[src/rtl/fan_pwm_controller.sv]
// Fan sequencer: kick-start, glitch-free duty PWM, windowed tach edge count, sticky stall fault.
// Build option: define FAN_MIN_DUTY_EN to lift a nonzero RUN duty below MIN_DUTY up to MIN_DUTY.
module fan_pwm_controller #(
  parameter int PWM_DIV       = 8,
  parameter int TACH_WINDOW   = 50000000,
  parameter int KICK_CYCLES   = 25000000,
  parameter int STALL_WINDOWS = 2,
  parameter int MIN_DUTY      = 64
) (
  input  logic        clk,
  input  logic        reset,
  input  logic [7:0]  cfg_duty,
  input  logic        cfg_enable,
  input  logic        cfg_valid,
  input  logic        tach_in,
  output logic        pwm_out,
  output logic [15:0] tach_count,
  output logic        tach_valid,
  output logic        stall,
  output logic [1:0]  state
);
  localparam int PS_W   = (PWM_DIV > 1) ? $clog2(PWM_DIV) : 1;
  localparam int WIN_W  = (TACH_WINDOW > 1) ? $clog2(TACH_WINDOW) : 1;
  localparam int KICK_W = (KICK_CYCLES > 1) ? $clog2(KICK_CYCLES) : 1;
  localparam int ZERO_W = $clog2(STALL_WINDOWS + 1);
  localparam logic [PS_W-1:0]   PS_LAST   = PS_W'(PWM_DIV - 1);
  localparam logic [WIN_W-1:0]  WIN_LAST  = WIN_W'(TACH_WINDOW - 1);
  localparam logic [KICK_W-1:0] KICK_LAST = KICK_W'(KICK_CYCLES - 1);
  localparam logic [ZERO_W-1:0] ZERO_LAST = ZERO_W'(STALL_WINDOWS - 1);
  localparam logic [7:0]        MIN_D     = 8'(MIN_DUTY);
`ifdef FAN_MIN_DUTY_EN
  localparam bit MIN_EN = 1'b1;
`else
  localparam bit MIN_EN = 1'b0;
`endif

  typedef enum logic [1:0] {ST_OFF = 2'd0, ST_KICK = 2'd1, ST_RUN = 2'd2, ST_STALL = 2'd3} state_t;

  state_t            st_q, st_d;
  logic [7:0]        duty_req, duty_active, duty_eff, phase;
  logic              en_req;
  logic [PS_W-1:0]   ps_cnt;
  logic [WIN_W-1:0]  win_cnt;
  logic [KICK_W-1:0] kick_cnt;
  logic [ZERO_W-1:0] zero_cnt;
  logic [15:0]       edge_cnt;
  logic [2:0]        tach_pipe;
  logic              ps_wrap, win_end, tach_rise, run_req, stall_hit, pwm_d;

  assign ps_wrap   = (ps_cnt == PS_LAST);
  assign win_end   = (win_cnt == WIN_LAST);
  assign tach_rise = tach_pipe[1] & ~tach_pipe[2];
  assign run_req   = en_req && (duty_req != 8'd0);
  assign stall_hit = win_end && (edge_cnt == 16'd0) && (zero_cnt == ZERO_LAST);
  assign duty_eff  = (MIN_EN && duty_active != 8'd0 && duty_active < MIN_D) ? MIN_D : duty_active;
  assign state     = st_q;

  always_ff @(posedge clk) begin
    if (reset) begin
      duty_req <= '0;
      en_req   <= 1'b0;
    end else if (cfg_valid) begin
      duty_req <= cfg_duty;
      en_req   <= cfg_enable;
    end
  end

  // Free-running PWM timebase; duty only changes at a period boundary.
  always_ff @(posedge clk) begin
    if (reset) begin
      ps_cnt      <= '0;
      phase       <= '0;
      duty_active <= '0;
    end else begin
      ps_cnt <= ps_wrap ? '0 : ps_cnt + 1'b1;
      if (ps_wrap) begin
        phase <= phase + 8'd1;
        if (phase == 8'hFF) duty_active <= duty_req;
      end
    end
  end

  // tach_pipe[1:0] is the synchronizer, tach_pipe[2] the previous synced level.
  always_ff @(posedge clk) begin
    if (reset) begin
      tach_pipe  <= '0;
      win_cnt    <= '0;
      edge_cnt   <= '0;
      tach_count <= '0;
      tach_valid <= 1'b0;
    end else begin
      tach_pipe <= {tach_pipe[1:0], tach_in};
      win_cnt   <= win_end ? '0 : win_cnt + 1'b1;
      if (win_end) begin
        tach_count <= edge_cnt;
        tach_valid <= 1'b1;
        edge_cnt   <= {15'd0, tach_rise};
      end else begin
        tach_valid <= 1'b0;
        if (tach_rise && edge_cnt != 16'hFFFF) edge_cnt <= edge_cnt + 16'd1;
      end
    end
  end

  always_comb begin
    st_d  = st_q;
    pwm_d = 1'b0;
    case (st_q)
      ST_OFF:   if (run_req) st_d = ST_KICK;
      ST_KICK: begin
        pwm_d = 1'b1;
        if (!run_req) st_d = ST_OFF;
        else if (kick_cnt == KICK_LAST) st_d = ST_RUN;
      end
      ST_RUN: begin
        pwm_d = (phase < duty_eff);
        if (!run_req) st_d = ST_OFF;
        else if (stall_hit) st_d = ST_STALL;
      end
      default:  if (cfg_valid) st_d = (cfg_enable && cfg_duty != 8'd0) ? ST_KICK : ST_OFF;
    endcase
  end

  // Counters idle at zero outside their state, so entering KICK/RUN always starts clean.
  always_ff @(posedge clk) begin
    if (reset) begin
      st_q     <= ST_OFF;
      stall    <= 1'b0;
      pwm_out  <= 1'b0;
      kick_cnt <= '0;
      zero_cnt <= '0;
    end else begin
      st_q     <= st_d;
      stall    <= (st_d == ST_STALL);
      pwm_out  <= pwm_d;
      kick_cnt <= (st_q == ST_KICK) ? kick_cnt + 1'b1 : '0;
      if (st_q != ST_RUN)  zero_cnt <= '0;
      else if (win_end)    zero_cnt <= (edge_cnt == 16'd0) ? zero_cnt + 1'b1 : '0;
    end
  end
endmodule

[config.mk]
export PLATFORM = sky130hd
export DESIGN_NAME = fan_pwm_controller
export DESIGN_NICKNAME = d
export VERILOG_FILES = /design/src/rtl/fan_pwm_controller.sv
export SDC_FILE = /design/constraint.sdc
export NUM_CORES = 1
export LEC_CHECK = 0
export BUFFER_PORTS_ARGS = -buffer_cell sky130_fd_sc_hd__buf_2
export CAP_MARGIN = 20
export CORE_MARGIN = 2
export CORE_UTILIZATION = 40
export CTS_CLUSTER_DIAMETER = 30
export DETAILED_ROUTE_END_ITERATION = 8
export SYNTH_ARGS = -nofsm -noshare
export SYNTH_HDL_FRONTEND = slang
export SYNTH_SLANG_ARGS = --single-unit
[constraint.sdc]
create_clock -name clk -period 2.13 [get_ports clk]
set_input_delay 0.1065 -clock clk [delete_from_list [all_inputs] [get_ports clk]]
set_output_delay 0.1065 -clock clk [all_outputs]
set_load 0.01 [all_outputs]
==> parameters.txt <==
Parameter                              Value

Die
  Die Y ... 119 um
  Area enclosed by the die boundary ... 0.0141 mm2
  Initial cell density of the core ... 0.413
  Die X ... 119 um
  Ports placed on the boundary ... 34
  Cell Rows ... 41
  Placeable Area ... 0.0128 mm2

Worst setup path
  Cell family with most CP delay ... simple AND/OR/NAND/NOR gates
  Critical path startpoint ... edge_cnt[11]$_SDFFE_PP0P_
  Launch point of the worst reg-to-reg path ... edge_cnt[11]$_SDFFE_PP0P_
  Required time of the critical path ... 2.43 ns
  Worst path max stage delay ... 0.53 ns
  Category of the worst setup path launch point ... flop
  Capturing point of the worst reg2reg path ... edge_cnt[8]$_SDFFE_PP0P_
  Highest fanout seen on the critical path ... 7
  Cell with the largest stage delay on the worst path ... sky130_fd_sc_hd__or3_1
  Buf+Inv Stages, Crit Path ... 0
  Worst EP arrival ... 2.29 ns
  Number of cells on the worst reg-to-reg path ... 6
  R2R setup slack ... 0.15 ns
  Endpoint type of the worst setup path ... flop
  Cell-by-cell trace of the critical path ... and4_1, nand4_1, or3_1, and4_4, xnor2_1, nor2_1
  Critical setup path kind ... reg -> reg

Placed design
  RD Place Congestion ... 0.834
  Sum of net half-perimeters after detailed placement ... 7650 um
  Quantity of I/O buffers inserted on ports ... 33
  Worst Setup Slack post-DPL ... 0.164 ns

Timing
  Count of endpoints failing setup in the final report ... 0
  Clock period minus worst slack ... 1.98 ns
  Post-Route Setup TNS ... 0 ns
  Unrepaired setup endpoints after global routing ... no
  Final Hold Vio Count ... 0
  Worst Slack Setup Final ... 0.145 ns
  Final worst hold slack ... 0.0991 ns
  Slew of the pin with the lowest slew margin ... 0.568 ns
  Achievable frequency ... 504 MHz
  Normalized max-slew margin ... 0.618
  Final number of max-transition violations ... 0
  Final period utilization ... 0.932
  Final worst clock skew ... 0.00710 ns

Global routing
  Maximum number of pins on one net before global-route repair ... 26
  Via count of the first global-routing pass ... 4213
  Gr usage total ... 0.164
  Wire length of the first global-routing pass ... 19000 um
  Initial antenna violation count ... 0
  Global route total overflow ... 0

Layout
  Final #Nets ... 702
  Number of diodes ... 0
  Sequential cell area ... 0.00242 mm2
  Leading cell type in the layout, fill and taps excluded ... sky130_fd_sc_hd__dfxtp_1
  Number of filler cells placed in the layout ... 1216
  Total area of multi-input combinational cells ... 0.00271 mm2
  Most frequent cells in the layout ... sky130_fd_sc_hd__dfxtp_1, sky130_fd_sc_hd__nor2_1, sky130_fd_sc_hd__nand2_1
  Area Overhead vs Synth ... 21.3%
  Share of post-route cells with drive strength above 1 ... 0.134

Yosys
  Post-synth net total ... 637
  Post-synthesis cell count ... 605
  Per-instance average area after synthesis ... 8.72 um2
  Share of the yosys chip area belonging to registers ... 0.459
  Total of warnings raised by yosys ... 0
  Number of synthesized register bits ... 121
  EDFF count, synth ... 0
  Post-Synthesis Cell Area ... 0.00528 mm2
  Most used DFF post-synth ... sky130_fd_sc_hd__dfxtp_1
  Async set-reset flop share out of synthesis ... 0
  Netlist cell types ... 42

Pwr
  Leakage power summed over all cells ... 2.36 nW
  Clock network power share ... 0.518
  P per Cell Area ... 802 mW/mm2
  Part of the total power dissipated in combinational logic ... 0.031
  Maximum vdd drop ... 596 uV
  Internal power summed over all cells ... 4.07 mW
  Sequential group share of total power ... 0.451
  Net switching component of the power ... 1.07 mW
  Switching Fraction ... 0.208

Clock tree
  H-tree level count ... 4
  Cell chosen for the clock root ... sky130_fd_sc_hd__clkbuf_16
  Clock tree from TritonCTS ... built
  Number of buffers on the longest clock path ... 2
  Setup Fix Bufs, Post-CTS ... 0
  TritonCTS Sinks ... 121
  Clk Latency, worst-skew pair ... 0.41 ns
  Number of buffers created by CTS ... 17
  Clock transition at the register clock pins on the worst setup and hold paths after CTS ... 0.05 ns

Run status
  Status ... finished, final reports clean

Routing
  Vias post-DR ... 4257
  Remaining number of nets flagged by the antenna check after routing ... 0
  DRT iter0 DRCs ... 231
  Routed length per placed instance ... 12.6 um
  Detailed-routing iteration count for the pre-antenna-repair pass ... 4
  DRC violations left ... 0
  Drt via density ... 4.99
  Overall routed net length ... 10800 um

Hold path
  HP Start ... reset
  Min-Delay Path Class ... in -> reg
  Sink of the worst hold path ... tach_pipe[2]$_SDFF_PP0_
  Cell depth of the worst min-delay path ... 2

Run
  Max-capacitance violation count ... 0
-- flip-flops by register name, summed over array words and instances (netlist names) --
register and cells:
duty_active 8, duty_req 8, edge_cnt 16, en_req 1, kick_cnt 25, phase 8
ps_cnt 3, pwm_out 1, stall 1, state 2, tach_count 16, tach_pipe 3
tach_valid 1, win_cnt 26, zero_cnt 2
-- metrics by stage --
stage	cells	area (um2)	utilization	power [mW]
4_1_cts	853	6400	0.501	5.20
3_3_place_gp	813	5740	0.450	2.50
5_1_grt	853	6400	0.501	5.34
3_5_place_dp	813	5740	0.450	2.51
6_report	853	6400	0.501	5.14
2_1_floorplan	605	5280	-	2.46
-- power by group through the flow --
stage | sequential, mW | clock [mW] | combinational, mW
finish | 2.32 | 2.66 | 0.161
global route | 2.32 | 2.84 | 0.182
CTS | 2.32 | 2.73 | 0.162
detailed placement | 2.36 | 0 | 0.147
global placement | 2.36 | 0 | 0.142
floorplan | 2.36 | 0 | 0.0988
-- how the worst max path moves through the flow --
stage / to / slack [ns] / cells past startpoint
2_1_floorplan: duty_active[7]$_SDFFE_PP0P_ / 0.28 / 8
3_3_place_gp: stall$_SDFF_PP0_ / 0.17 / 6
3_5_place_dp: stall$_SDFF_PP0_ / 0.16 / 6
4_1_cts: stall$_SDFF_PP0_ / 0.14 / 6
5_1_grt: stall$_SDFF_PP0_ / 0.01 / 6
6_report: edge_cnt[8]$_SDFFE_PP0P_ / 0.15 / 6
-- synth_stat cells, types with 2 or more instances --
library cell               number  area share
sky130_fd_sc_hd__a21o_1         3      0.0043
sky130_fd_sc_hd__a21oi_1       34       0.032
sky130_fd_sc_hd__and3_1         5      0.0059
sky130_fd_sc_hd__and4_1         8       0.013
sky130_fd_sc_hd__buf_2          8      0.0076
sky130_fd_sc_hd__clkbuf_1      10      0.0071
sky130_fd_sc_hd__dfxtp_1      121        0.46
sky130_fd_sc_hd__ha_1          19       0.045
sky130_fd_sc_hd__inv_1         19       0.014
sky130_fd_sc_hd__mux2i_1       17       0.032
sky130_fd_sc_hd__nand2_1       59       0.042
sky130_fd_sc_hd__nand2b_1       7      0.0083
sky130_fd_sc_hd__nand3_1       27       0.026
sky130_fd_sc_hd__nand4_1       20       0.024
sky130_fd_sc_hd__nor2_1       109       0.078
sky130_fd_sc_hd__nor2b_1        6      0.0071
sky130_fd_sc_hd__nor3_1        11       0.010
sky130_fd_sc_hd__nor3b_1        3      0.0043
sky130_fd_sc_hd__nor4_1         8      0.0095
sky130_fd_sc_hd__nor4b_1        6       0.010
sky130_fd_sc_hd__o211ai_1       2      0.0028
sky130_fd_sc_hd__o21ai_0       12       0.011
sky130_fd_sc_hd__o31ai_1        2      0.0028
sky130_fd_sc_hd__or3_1         12       0.014
sky130_fd_sc_hd__xnor2_1       24       0.040
sky130_fd_sc_hd__xor2_1        37       0.061
-- area by class of cell --
type                            count  area share
Clock inverter                      7      0.0107
Clock buffer                       23      0.0762
Multi-Input combinational cell    446       0.423
Sequential cell                   121       0.378
Tap cell                          172      0.0336
Timing Repair Buffer               65      0.0672
Inverter                           19      0.0111
-- metal layers --
metal  global-route usage  share of wire
met3               0.0465          0.033
met1                0.204           0.48
met2                0.270           0.47
met4               0.0640          0.016
met5                    0              0
-- cells by family after synthesis --
| kind of cell | share of synthesized area |
|---|---|
| fa+ha+maj | 0.0450 |
| compound gates | 0.0645 |
| mux | 0.0322 |
| simple gates | 0.269 |
| buf+inv | 0.0289 |
| flops | 0.459 |
| xor+xnor | 0.101 |
-- what timing repair did --
item / in CTS / in global routing
endpoints found under the hold margin: 10 / 0
endpoints found under the setup margin: 0 / 2
gates resized for setup: 0 / 1
hold buffers: 10 / 0
Note: power is estimated with default switching activity, not from simulation.
